`config.mk`:
```
export PLATFORM = sky130hd
export DESIGN_NAME = i2c_stuck_detect
export DESIGN_NICKNAME = d
export VERILOG_FILES = /design/src/rtl/i2c_stuck_detect.sv
export SDC_FILE = /design/constraint.sdc
export NUM_CORES = 1
export LEC_CHECK = 0
export ABC_AREA = 0
export CAP_MARGIN = 20
export CORE_MARGIN = 5
export CORE_UTILIZATION = 45
export DETAILED_ROUTE_END_ITERATION = 7
export DONT_BUFFER_PORTS = 1
export HOLD_SLACK_MARGIN = 0.1
export PLACE_DENSITY = 0.67
export REMOVE_ABC_BUFFERS = 1
export SLEW_MARGIN = 25
export SYNTH_ARGS = -nofsm -noshare
export SYNTH_HDL_FRONTEND = slang
export SYNTH_SLANG_ARGS = --single-unit
```
`constraint.sdc`:
```
create_clock -name clk -period 6.3 [get_ports clk]
set_clock_uncertainty 0.1 [all_clocks]
set_input_delay 0.315 -clock clk [delete_from_list [all_inputs] [get_ports clk]]
set_output_delay 0.315 -clock clk [all_outputs]
set_load 0.01 [all_outputs]
```
`src/rtl/i2c_stuck_detect.sv`:
```
// I2C stuck-SDA detector: times SDA low with SCL high on the slow tick and pulses
// start toward i2c_bus_reset, with bounded retries. Optional SCL-low monitor: I2C_STUCK_DETECT_SCL_MONITOR_EN.
module i2c_stuck_detect #(
  parameter int unsigned TIMEOUT     = 16,
  parameter int unsigned HOLDOFF     = 32,
  parameter int unsigned MAX_RETRIES = 3,
  parameter int unsigned CNT_WIDTH   = 16
) (
  input  logic       clk,
  input  logic       rst_n,
  input  logic       ce,
  input  logic       enable,
  input  logic       sda_in,
  input  logic       scl_in,
  output logic       start,
  output logic       stuck,
  output logic [2:0] retries,
  output logic       fail
`ifdef I2C_STUCK_DETECT_SCL_MONITOR_EN
  ,
  output logic       scl_stuck
`endif
);

  localparam logic [CNT_WIDTH-1:0] CNT_ZERO  = {CNT_WIDTH{1'b0}};
  localparam logic [CNT_WIDTH-1:0] CNT_ONE   = {{(CNT_WIDTH-1){1'b0}}, 1'b1};
  localparam logic [CNT_WIDTH-1:0] TO_LAST   = CNT_WIDTH'(TIMEOUT - 1);
  localparam logic [CNT_WIDTH-1:0] HO_LAST   = CNT_WIDTH'(HOLDOFF - 1);
  localparam logic [2:0]           RETRY_MAX = 3'(MAX_RETRIES);

  typedef enum logic [1:0] {
    ST_IDLE    = 2'd0,
    ST_PULSE   = 2'd1,
    ST_HOLDOFF = 2'd2,
    ST_FAILED  = 2'd3
  } state_t;

  logic                 sda_meta_r, sda_s;
  logic                 scl_meta_r, scl_s;
  state_t               state_r, state_nx_s;
  logic [CNT_WIDTH-1:0] cnt_r, cnt_nx_s;
  logic [2:0]           retries_nx_s;
  logic                 start_nx_s, stuck_nx_s, fail_nx_s;
  logic                 sda_stuck_s, bus_free_s;

  // Two-flop synchronizers; idle bus level is high
  always_ff @(posedge clk or negedge rst_n) begin
    if (!rst_n) begin
      sda_meta_r <= 1'b1;
      sda_s      <= 1'b1;
      scl_meta_r <= 1'b1;
      scl_s      <= 1'b1;
    end else begin
      sda_meta_r <= sda_in;
      sda_s      <= sda_meta_r;
      scl_meta_r <= scl_in;
      scl_s      <= scl_meta_r;
    end
  end

  assign sda_stuck_s = ~sda_s & scl_s;
  assign bus_free_s  = sda_s & scl_s;

  // Next-state, counter, retry and output decode
  always_comb begin
    state_nx_s   = state_r;
    cnt_nx_s     = cnt_r;
    retries_nx_s = retries;
    if (!enable) begin
      state_nx_s   = ST_IDLE;
      cnt_nx_s     = CNT_ZERO;
      retries_nx_s = 3'd0;
    end else begin
      case (state_r)
        ST_IDLE: begin
          if (bus_free_s) begin
            retries_nx_s = 3'd0;
          end else begin
            retries_nx_s = retries;
          end
          // A lost condition clears the count even on a tick cycle
          if (!sda_stuck_s) begin
            cnt_nx_s = CNT_ZERO;
          end else if (ce) begin
            if (cnt_r == TO_LAST) begin
              cnt_nx_s = CNT_ZERO;
              if (retries == RETRY_MAX) begin
                state_nx_s = ST_FAILED;
              end else begin
                state_nx_s   = ST_PULSE;
                retries_nx_s = retries + 3'd1;
              end
            end else begin
              cnt_nx_s = cnt_r + CNT_ONE;
            end
          end else begin
            cnt_nx_s = cnt_r;
          end
        end
        ST_PULSE: begin
          state_nx_s = ST_HOLDOFF;
          cnt_nx_s   = CNT_ZERO;
        end
        ST_HOLDOFF: begin
          if (ce) begin
            if (cnt_r == HO_LAST) begin
              state_nx_s = ST_IDLE;
              cnt_nx_s   = CNT_ZERO;
            end else begin
              cnt_nx_s = cnt_r + CNT_ONE;
            end
          end else begin
            cnt_nx_s = cnt_r;
          end
        end
        ST_FAILED: begin
          state_nx_s = ST_FAILED;
          cnt_nx_s   = CNT_ZERO;
        end
        default: begin
          state_nx_s = ST_IDLE;
          cnt_nx_s   = CNT_ZERO;
        end
      endcase
    end

    start_nx_s = (state_nx_s == ST_PULSE);
    fail_nx_s  = (state_nx_s == ST_FAILED);
    stuck_nx_s = (state_nx_s == ST_PULSE) || (state_nx_s == ST_HOLDOFF) ||
                 ((state_nx_s == ST_IDLE) && (cnt_nx_s != CNT_ZERO));
  end

  // State, counter and registered outputs
  always_ff @(posedge clk or negedge rst_n) begin
    if (!rst_n) begin
      state_r <= ST_IDLE;
      cnt_r   <= CNT_ZERO;
      retries <= 3'd0;
      start   <= 1'b0;
      stuck   <= 1'b0;
      fail    <= 1'b0;
    end else begin
      state_r <= state_nx_s;
      cnt_r   <= cnt_nx_s;
      retries <= retries_nx_s;
      start   <= start_nx_s;
      stuck   <= stuck_nx_s;
      fail    <= fail_nx_s;
    end
  end

`ifdef I2C_STUCK_DETECT_SCL_MONITOR_EN
  logic [CNT_WIDTH-1:0] scl_cnt_r;

  // SCL-low timer; report only, never drives the recovery FSM
  always_ff @(posedge clk or negedge rst_n) begin
    if (!rst_n) begin
      scl_cnt_r <= CNT_ZERO;
      scl_stuck <= 1'b0;
    end else if (!enable || scl_s) begin
      scl_cnt_r <= CNT_ZERO;
      scl_stuck <= 1'b0;
    end else if (ce) begin
      if (scl_cnt_r == TO_LAST) begin
        scl_stuck <= 1'b1;
      end else begin
        scl_cnt_r <= scl_cnt_r + CNT_ONE;
      end
    end
  end
`endif

endmodule

```
* Word level (Yosys, flattened, before mapping)
Cells that the tools add are included.
** Storage, ports and cells
- Register bits after elaboration :: 28
- Input bits :: 6
** Cells by class
- $add $sub $neg :: 2
- Equal/unequal tests :: 10
- Multiplexer cells :: 22
- Bitwise logic cells :: 3
- Reduce and logical (&&, ||, !) cells :: 7
** Operators by type and width (number)
- $mux 16 :: 6
- $pmux 16 s3 :: 1
- $mux 3 :: 7
- $add 16x1->16 const B :: 1
- $eq 16x4->1 const B :: 1
- $eq 16x5->1 const B :: 1
- $reduce_bool 16->1 :: 1
- $mux 2 :: 7
- $eq 2x2->1 const B :: 4
- $pmux 2 s4 :: 1
- $eq 2x1->1 const B :: 2
- $logic_not 2->1 :: 2
- $add 3x1->3 const B :: 1
- $eq 3x2->1 const B :: 1
- $and 1x1->1 :: 2
- $logic_or 1x1->1 :: 2
- $ne 2x1->1 const B :: 1
- $reduce_or 2->1 :: 1
- $logic_and 1x1->1 :: 1
- $not 1->1 :: 1

* Longest topological paths before layout
Gate-level depths: netlist of the first run.
- Depth in word-level cells :: 10
- Gate-level depth with buffers :: 11
- Depth with buffers taken out :: 10

* Least setup slack after synthesis of the first run
No wires, ideal clock.
- Kind :: flip-flop to flip-flop
- From :: reg cnt_r[9]
- To :: reg stuck
- Setup time :: 0.132 ns
- Arrival time :: 2.380 ns
- Setup slack :: 3.688 ns
- Cell stages (with the launch flop) :: 11
- Path buffers :: 0
- Period minus slack after synthesis :: 2.612 ns
- Path through :: dfrtp_1 > nor4_1 > nand4_1 > nor3_1 > nand2_1 > nor2_1 > o31ai_1 > ha_1 > or3_1 > a211oi_1 > o22ai_1
** Between the ends
- Cells in the longest elaborated chain, start to end :: 9
- Elaborated cells between the ends (all ways) :: 24
- Those cells by class :: 1 x add/sub; 4 x eq/ne; 14 x mux; 5 x reduce/logical
** RTL lines
- start, declared :: line 41 : logic [CNT_WIDTH-1:0] cnt_r, cnt_nx_s;
- start signal, assigned :: line 144 : cnt_r <= cnt_nx_s;
- $add 16x1->16 / $eq 16x4->1 (equally long branches) :: line 94, 110, 85
- $mux 16 / $mux 2 (equally long branches) :: line 85 : if (cnt_r == TO_LAST) begin
- $mux 16 / $mux 2 (equally long branches) :: line 84 : end else if (ce) begin
- $mux 16 / $mux 2 (equally long branches) :: line 82 : if (!sda_stuck_s) begin
- $pmux 16 s3 / $pmux 2 s4 (equally long branches) :: line 74 : case (state_r)
- $mux 16 / $mux 2 (equally long branches) :: line 69 : if (!enable) begin
- $reduce_bool 16->1 (tied with other cells) :: line 130 : ((state_nx_s == ST_IDLE) && (cnt_nx_s != CNT_ZERO));
- $logic_and 1x1->1 / $logic_or 1x1->1 (equally long branches) :: line 130, 129
- $logic_or 1x1->1 (*) :: line 129 : stuck_nx_s = (state_nx_s == ST_PULSE) || (state_nx_s == ST_HOLDOFF) ||
- net stuck_nx_s :: line 43 : logic start_nx_s, stuck_nx_s, fail_nx_s;
- end signal, assigned :: line 147 : stuck <= stuck_nx_s;
- end, declared :: line 16 : output logic stuck,
The timed path passes the listed nets; every way through them passes the cells marked *.
A chain may end at the register's enable or synchronous reset.

* Worst setup path after layout of the first run
- From :: reg cnt_r[11]
- To :: reg stuck
Same word-level chain as after synthesis.

==> results of run 1 <==
-- layout make-up --
type	count	area, sq um
clock buffer	4	26.3
timing repair buffer	6	70.1
multi-input combinational	126	803
tap	46	57.6
fill	324	1650
inverter	7	26.3
sequential	28	706
-- report_power, final --
part           leakage, nW  internal, mW  switching [mW]  total [mW]
Clock               0.0150        0.0248          0.0504      0.0752
Sequential           0.377         0.183         0.00141       0.184
Combinational        0.298       0.00638         0.00914      0.0155
-- worst register-to-register path: stages (launching register included) --
cell      delay, ns
dfrtp_1        0.48
nor3_1         0.26
nand4_1        0.21
nor3_1         0.35
nand2_1        0.11
nor2_1         0.15
o31ai_1        0.13
ha_1           0.30
or3_1          0.38
a211oi_1       0.21
o22ai_1        0.10
-- Yosys cell counts (5+ instances only) --
cell	instances
xor2_1	5
xnor2_1	8
nor2_1	19
ha_1	5
and2_1	5
dfrtp_1	24
nand4_1	6
nor3_1	5
nand2_1	14
a21oi_1	7
inv_1	7
-- final timing paths --
path | slack (ns) | endpoint | from | cells past startpoint
max reg2reg | 3.41 | stuck | cnt_r[11] | 10
max in group asynchronous | 5.56 | scl_s | rst_n | 2
min reg2reg | 0.27 | scl_s | scl_meta_r | 0
max | 3.41 | stuck | cnt_r[11] | 10
min | 0.18 | start | enable | 2
min in group asynchronous | 0.30 | cnt_r[12] | rst_n | 2
-- routing by layer --
metal  GRT usage  vias up  wire length, um
met4      0.0146        0               11
met5           0        -                0
met1       0.230      572             1530
met3      0.0357        2              129
met2       0.244       25             1480
li1            -      591                -
-- through the flow --
| step | setup slack [ns] | power, mW | util | std cells | hold slack [ns] |
|---|---|---|---|---|---|
| 4_1_cts | 3.39 | 0.279 | 0.506 | 217 | 0.168 |
| 5_1_grt | 3.10 | 0.291 | 0.506 | 217 | 0.181 |
| 2_1_floorplan | 3.69 | 0.193 | - | 161 | -0.0806 |
| 3_3_place_gp | 3.52 | 0.195 | 0.477 | 207 | -0.0795 |
| 3_5_place_dp | 3.40 | 0.195 | 0.477 | 207 | -0.0793 |
| 6_report | 3.41 | 0.275 | 0.506 | 217 | 0.176 |
-- state kept, by name (all words and copies together), names as in the netlist --
register	cells
cnt_r	16
scl_meta_r	1
retries	3
scl_s	1
stuck	1
start	1
fail	1
sda_s	1
sda_meta_r	1
state_r	2
-- cells by family (layout without fill, tap and decap cells) --
kind of cell             after synthesis  in the layout  share of synthesized area
XOR/XNOR                              13             13                     0.0733
adder cells (fa/ha/maj)                5              5                     0.0403
AO/OA/AOI/OAI                         30             30                      0.123
buffers and inverters                 10             17                     0.0282
multiplexers                           3              3                     0.0193
flip-flops                            28             28                      0.454
AND/OR/NAND/NOR                       75             75                      0.261
==> results.cfg, run 1 <==
[detailed_routing]
vias = 1190
drt-pass1-iter-count = 5
drc = 0
drt-total-wl_mm = 3.16
routedWlPerCell_um = 14.6
viasPerCell = 5.48
antenna_left = 0
drt_iter0_markers = 91

[timing]
maxSlewHeadroom = 0.671
max_freq_mhz = 346
fin_crit_sh = 0.459
final.min_clock_period_ns = 2.89
hold_violations = 0
tightestPinTransition_ns = 0.490
finalSetupViolations = 0
setup_tns_ns = 0
final_max_slew_viol_count = 0
rsz0062_at_grt = no

[synthesis]
synth_top_area_share = 0.387
synthArstFlopShare = 1.00
synth_enable_flop_cells = 0
ys_warn_count = 0
netlist_instances = 164
synth_area_leader_cell = dfrtp_1
synth_area_leaders = dfrtp_1 39%, dfstp_2 6.8%, nor2_1 4.6%
syn_area_sq_um = 1550
synth.distinct_cells = 41
syn_avg_cell_area_sq_um = 9.47
synth-seq-area-share = 0.454
yosys_most_used_dff = dfrtp_1
ys_ff_latch = 28

[flow_run]
cap_viol_max_count = 0

[setup_path]
cpPeakStageDelay_ns = 0.48
path_class = reg2reg
slowest_stage = dfrtp_1
path_buf_inv = 0
critPathTopFamily = simple AND/OR/NAND/NOR gates
crit_arrival_ns = 3.01
cp_cell_sequence = nor3_1 -> nand4_1 -> nor3_1 -> nand2_1 -> nor2_1 -> o31ai_1 -> ha_1 -> or3_1 -> a211oi_1 -> o22ai_1
start_kind = flip-flop
cp.required_ns = 6.41
crit_top_cell = nor3_1
cp-end-kind = flip-flop
worstPathMaxFanout = 6

[layout]
nNetsFinal = 183
area.growth.synth_to_final_pct = 8.78
n_antenna_cell = 0
drive_gt1_frac = 0.0994
final_common_cell = dfrtp_1
final_area_sq_um = 1690
final_cell_mix = 24 x dfrtp_1, 19 x nor2_1, 14 x nand2_1

[global_routing]
grt_pass1_wl_mm = 5.57
grt_max_degree = 29
track_usage = 0.157
grt_overflow = 0
antenna_found_initial = 0
grt_pass1_vias = 1172

[power_and_ir_drop]
leakage_nw = 0.690
p_per_area_nw_per_um2 = 163
irDropWorstVdd_v = 0.000119

[clock_tree]
cts-root-buf = clkbuf_4
cts_max_level = 1
ctsResizeCount = 0
cts_buffers = 3
cts_hold_buffers = 6
cts_tree = done
clock_path_buffers = 2
cts_setup_buffers = 0
clkTransAtPathRegs_ns = 0.15
cts.sink_count = 28
worstSkewPairLatency_ns = 0.32

[place]
dpl.hpwl_mm = 2.37
port_buffers = 0
place_congestion = 0.875
dpl_cell_area_sq_um = 1590

[die]
dieArea_sq_um = 4730
core_area_sq_um = 3340
die_h_um = 68.7
rows = 21
io_pins = 12
initial_core_util = 0.465
die_w_um = 68.7

[status]
status = finished clean

[hold_path]
hp-class = in2reg
(Power assumes the default switching activity.)
==> inputs of run 2 (changes only) <==
--- a/config.mk
+++ b/config.mk
@@ -12,7 +12,7 @@
 export DETAILED_ROUTE_END_ITERATION = 7
 export DONT_BUFFER_PORTS = 1
 export HOLD_SLACK_MARGIN = 0.1
-export PLACE_DENSITY = 0.67
+export PLACE_DENSITY = 0.69
 export REMOVE_ABC_BUFFERS = 1
 export SLEW_MARGIN = 25
 export SYNTH_ARGS = -nofsm -noshare
==> constraint.sdc (replaced) <==
create_clock -name clk -period 2.6 [get_ports clk]
set_clock_uncertainty 0.1 [all_clocks]
set_input_delay 0.13 -clock clk [delete_from_list [all_inputs] [get_ports clk]]
set_output_delay 0.13 -clock clk [all_outputs]
set_load 0.01 [all_outputs]
==> run 2 against run 1 <==
Via count increased by 7.6%. Clock power increased to 3.8 times the previous value. Design area increased by 16%. Combinational power increased to 2.8 times the previous value. Critical path type unchanged. Largest cell class unchanged. Largest power group unchanged.
==> results.cfg, run 2 (same netlist as run 1, synthesis figures left out) <==
[status]
status = finished clean

[global_routing]
busiest_layer = met2
grt_overflow = 0
grt_pass1_vias = 1192
grtUsageMet3 = 0.0389
grt_max_degree = 18
track_usage = 0.152
antenna_found_initial = 0
use_met1 = 0.208
use_met2 = 0.250
grt_pass1_wl_mm = 5.38

[place]
dp_slack_ns = -0.165
placed_cells = 224
dpl.hpwl_mm = 2.20
port_buffers = 0
dpl_cell_area_sq_um = 1720
place_congestion = 0.865

[layout]
stdcell_count = 242
final_common_cell = dfrtp_1
area.growth.synth_to_final_pct = 26.7
top_register = cnt_r
nNetsFinal = 208
biggestRegsByFlops = cnt_r x16, retries x3, state_r x2
final_cell_mix = 24 x dfrtp_1, 21 x buf_4, 18 x nor2_1
n_antenna_cell = 0
n_fill_cell = 290
largest_reg_flops = 16
drive_gt1_frac = 0.245
fin_util = 0.589
final_area_sq_um = 1970

[setup_path]
start_kind = flip-flop
cp-end-kind = flip-flop
path_class = reg2reg
path_buf_inv = 1
crit_arrival_ns = 2.62
cpPeakStageDelay_ns = 0.42
cp.required_ns = 2.72
slowest_stage = dfrtp_1
worstPathMaxFanout = 2
cp_cell_sequence = nor4_2 -> nand4_1 -> buf_4 -> o21a_1 -> o31ai_4 -> ha_1 -> or3_4 -> a211oi_2 -> o22ai_1
critPathTopFamily = simple AND/OR/NAND/NOR gates

[timing]
maxSlewHeadroom = 0.610
finalSetupViolations = 0
rsz0062_at_grt = yes
tightestPinTransition_ns = 0.583
setup_tns_ns = 0
max_freq_mhz = 400
hold_violations = 0
final.min_clock_period_ns = 2.50
holdWs_ns = 0.113
timing.final.ws_setup_ns = 0.101
fin_crit_sh = 0.961
final_max_slew_viol_count = 0

[die]
core_area_sq_um = 3340
io_pins = 12
die_w_um = 68.7
initial_core_util = 0.465
dieArea_sq_um = 4730
rows = 21
die_h_um = 68.7

[clock_tree]
worstSkewPairLatency_ns = 0.33
cts-root-buf = clkbuf_4
clock_path_buffers = 2
clkTransAtPathRegs_ns = 0.15
cts_tree = done
cts_max_level = 1
cts_buffers = 3
cts.sink_count = 28

[power_and_ir_drop]
p_sw_frac = 0.205
power.switching_uw = 159
leakage_nw = 0.835
p_per_area_nw_per_um2 = 395
irDropWorstVdd_v = 0.000459
combPwrFrac = 0.057
power_frac_clock = 0.370
p_int_uw = 618
seqPwrFrac = 0.573
finalPower_uw = 777

[hold_path]
hp-class = in2reg

[detailed_routing]
drt-pass1-iter-count = 4
drt-total-wl_mm = 3.24
drc = 0
vias = 1281
drt_iter0_markers = 66
viasPerCell = 5.29
antenna_left = 0
routedWlPerCell_um = 13.4

[flow_run]
cap_viol_max_count = 0
[run 2: cell count changes in the layout (fill, tap and decap cells not counted), moves of 2 or more]
cell / change
buf_4: +21
nor3_2: +2
nor3_1: -2
dlygate4sd3_1: +4
[run 2: cell type report]
cell class | count | area (sq um) | share of cell area
inverter | 7 | 26.3 | 0.0134
clock inverter | 1 | 30.0 | 0.0153
clock buffer | 3 | 22.5 | 0.0115
tap | 46 | 57.6 | 0.0293
sequential | 28 | 706 | 0.359
multi-input combinational | 126 | 857 | 0.436
timing repair buffer | 31 | 268 | 0.136
[run 2: power by group through the flow]
stage | clock [mW] | sequential (mW) | combinational [mW]
floorplan | 0 | 0.453 | 0.0145
global placement | 0 | 0.453 | 0.0188
detailed placement | 0 | 0.453 | 0.0190
CTS | 0.299 | 0.445 | 0.0421
global route | 0.311 | 0.446 | 0.0491
finish | 0.288 | 0.445 | 0.0439
[run 2: per-layer routing]
layer	wire (um)	vias up
li1	-	641
met1	1560	613
met2	1530	25
met3	140	2
met4	13	0
met5	0	-
[run 2: tightest hold or removal path, stage by stage]
cell	delay, ns
nand4_1	0.16
nand2_1	0.12
a21oi_1	0.09
[run 2: final timing paths]
| path | startpoint | end | slack, ns | cells after the start |
|---|---|---|---|---|
| max in group asynchronous | rst_n | retries[1] | 0.60 | 4 |
| min in group asynchronous | rst_n | cnt_r[4] | 0.62 | 3 |
| setup reg to reg | cnt_r[9] | stuck | 0.10 | 9 |
| hold reg to reg | scl_meta_r | scl_s | 0.27 | 0 |
| setup / recovery | cnt_r[9] | stuck | 0.10 | 9 |
| hold / removal | ce | cnt_r[4] | 0.11 | 3 |
[run 2: repair_timing]
| action | in CTS | in global routing |
|---|---|---|
| hold endpoints to repair | 43 | 2 |
| pin swaps | 8 | 7 |
| gates resized for setup | 4 | 7 |
| buffers inserted | 2 | 2 |
| hold buffers | 11 | 1 |
| endpoints found under the setup margin | 1 | 3 |
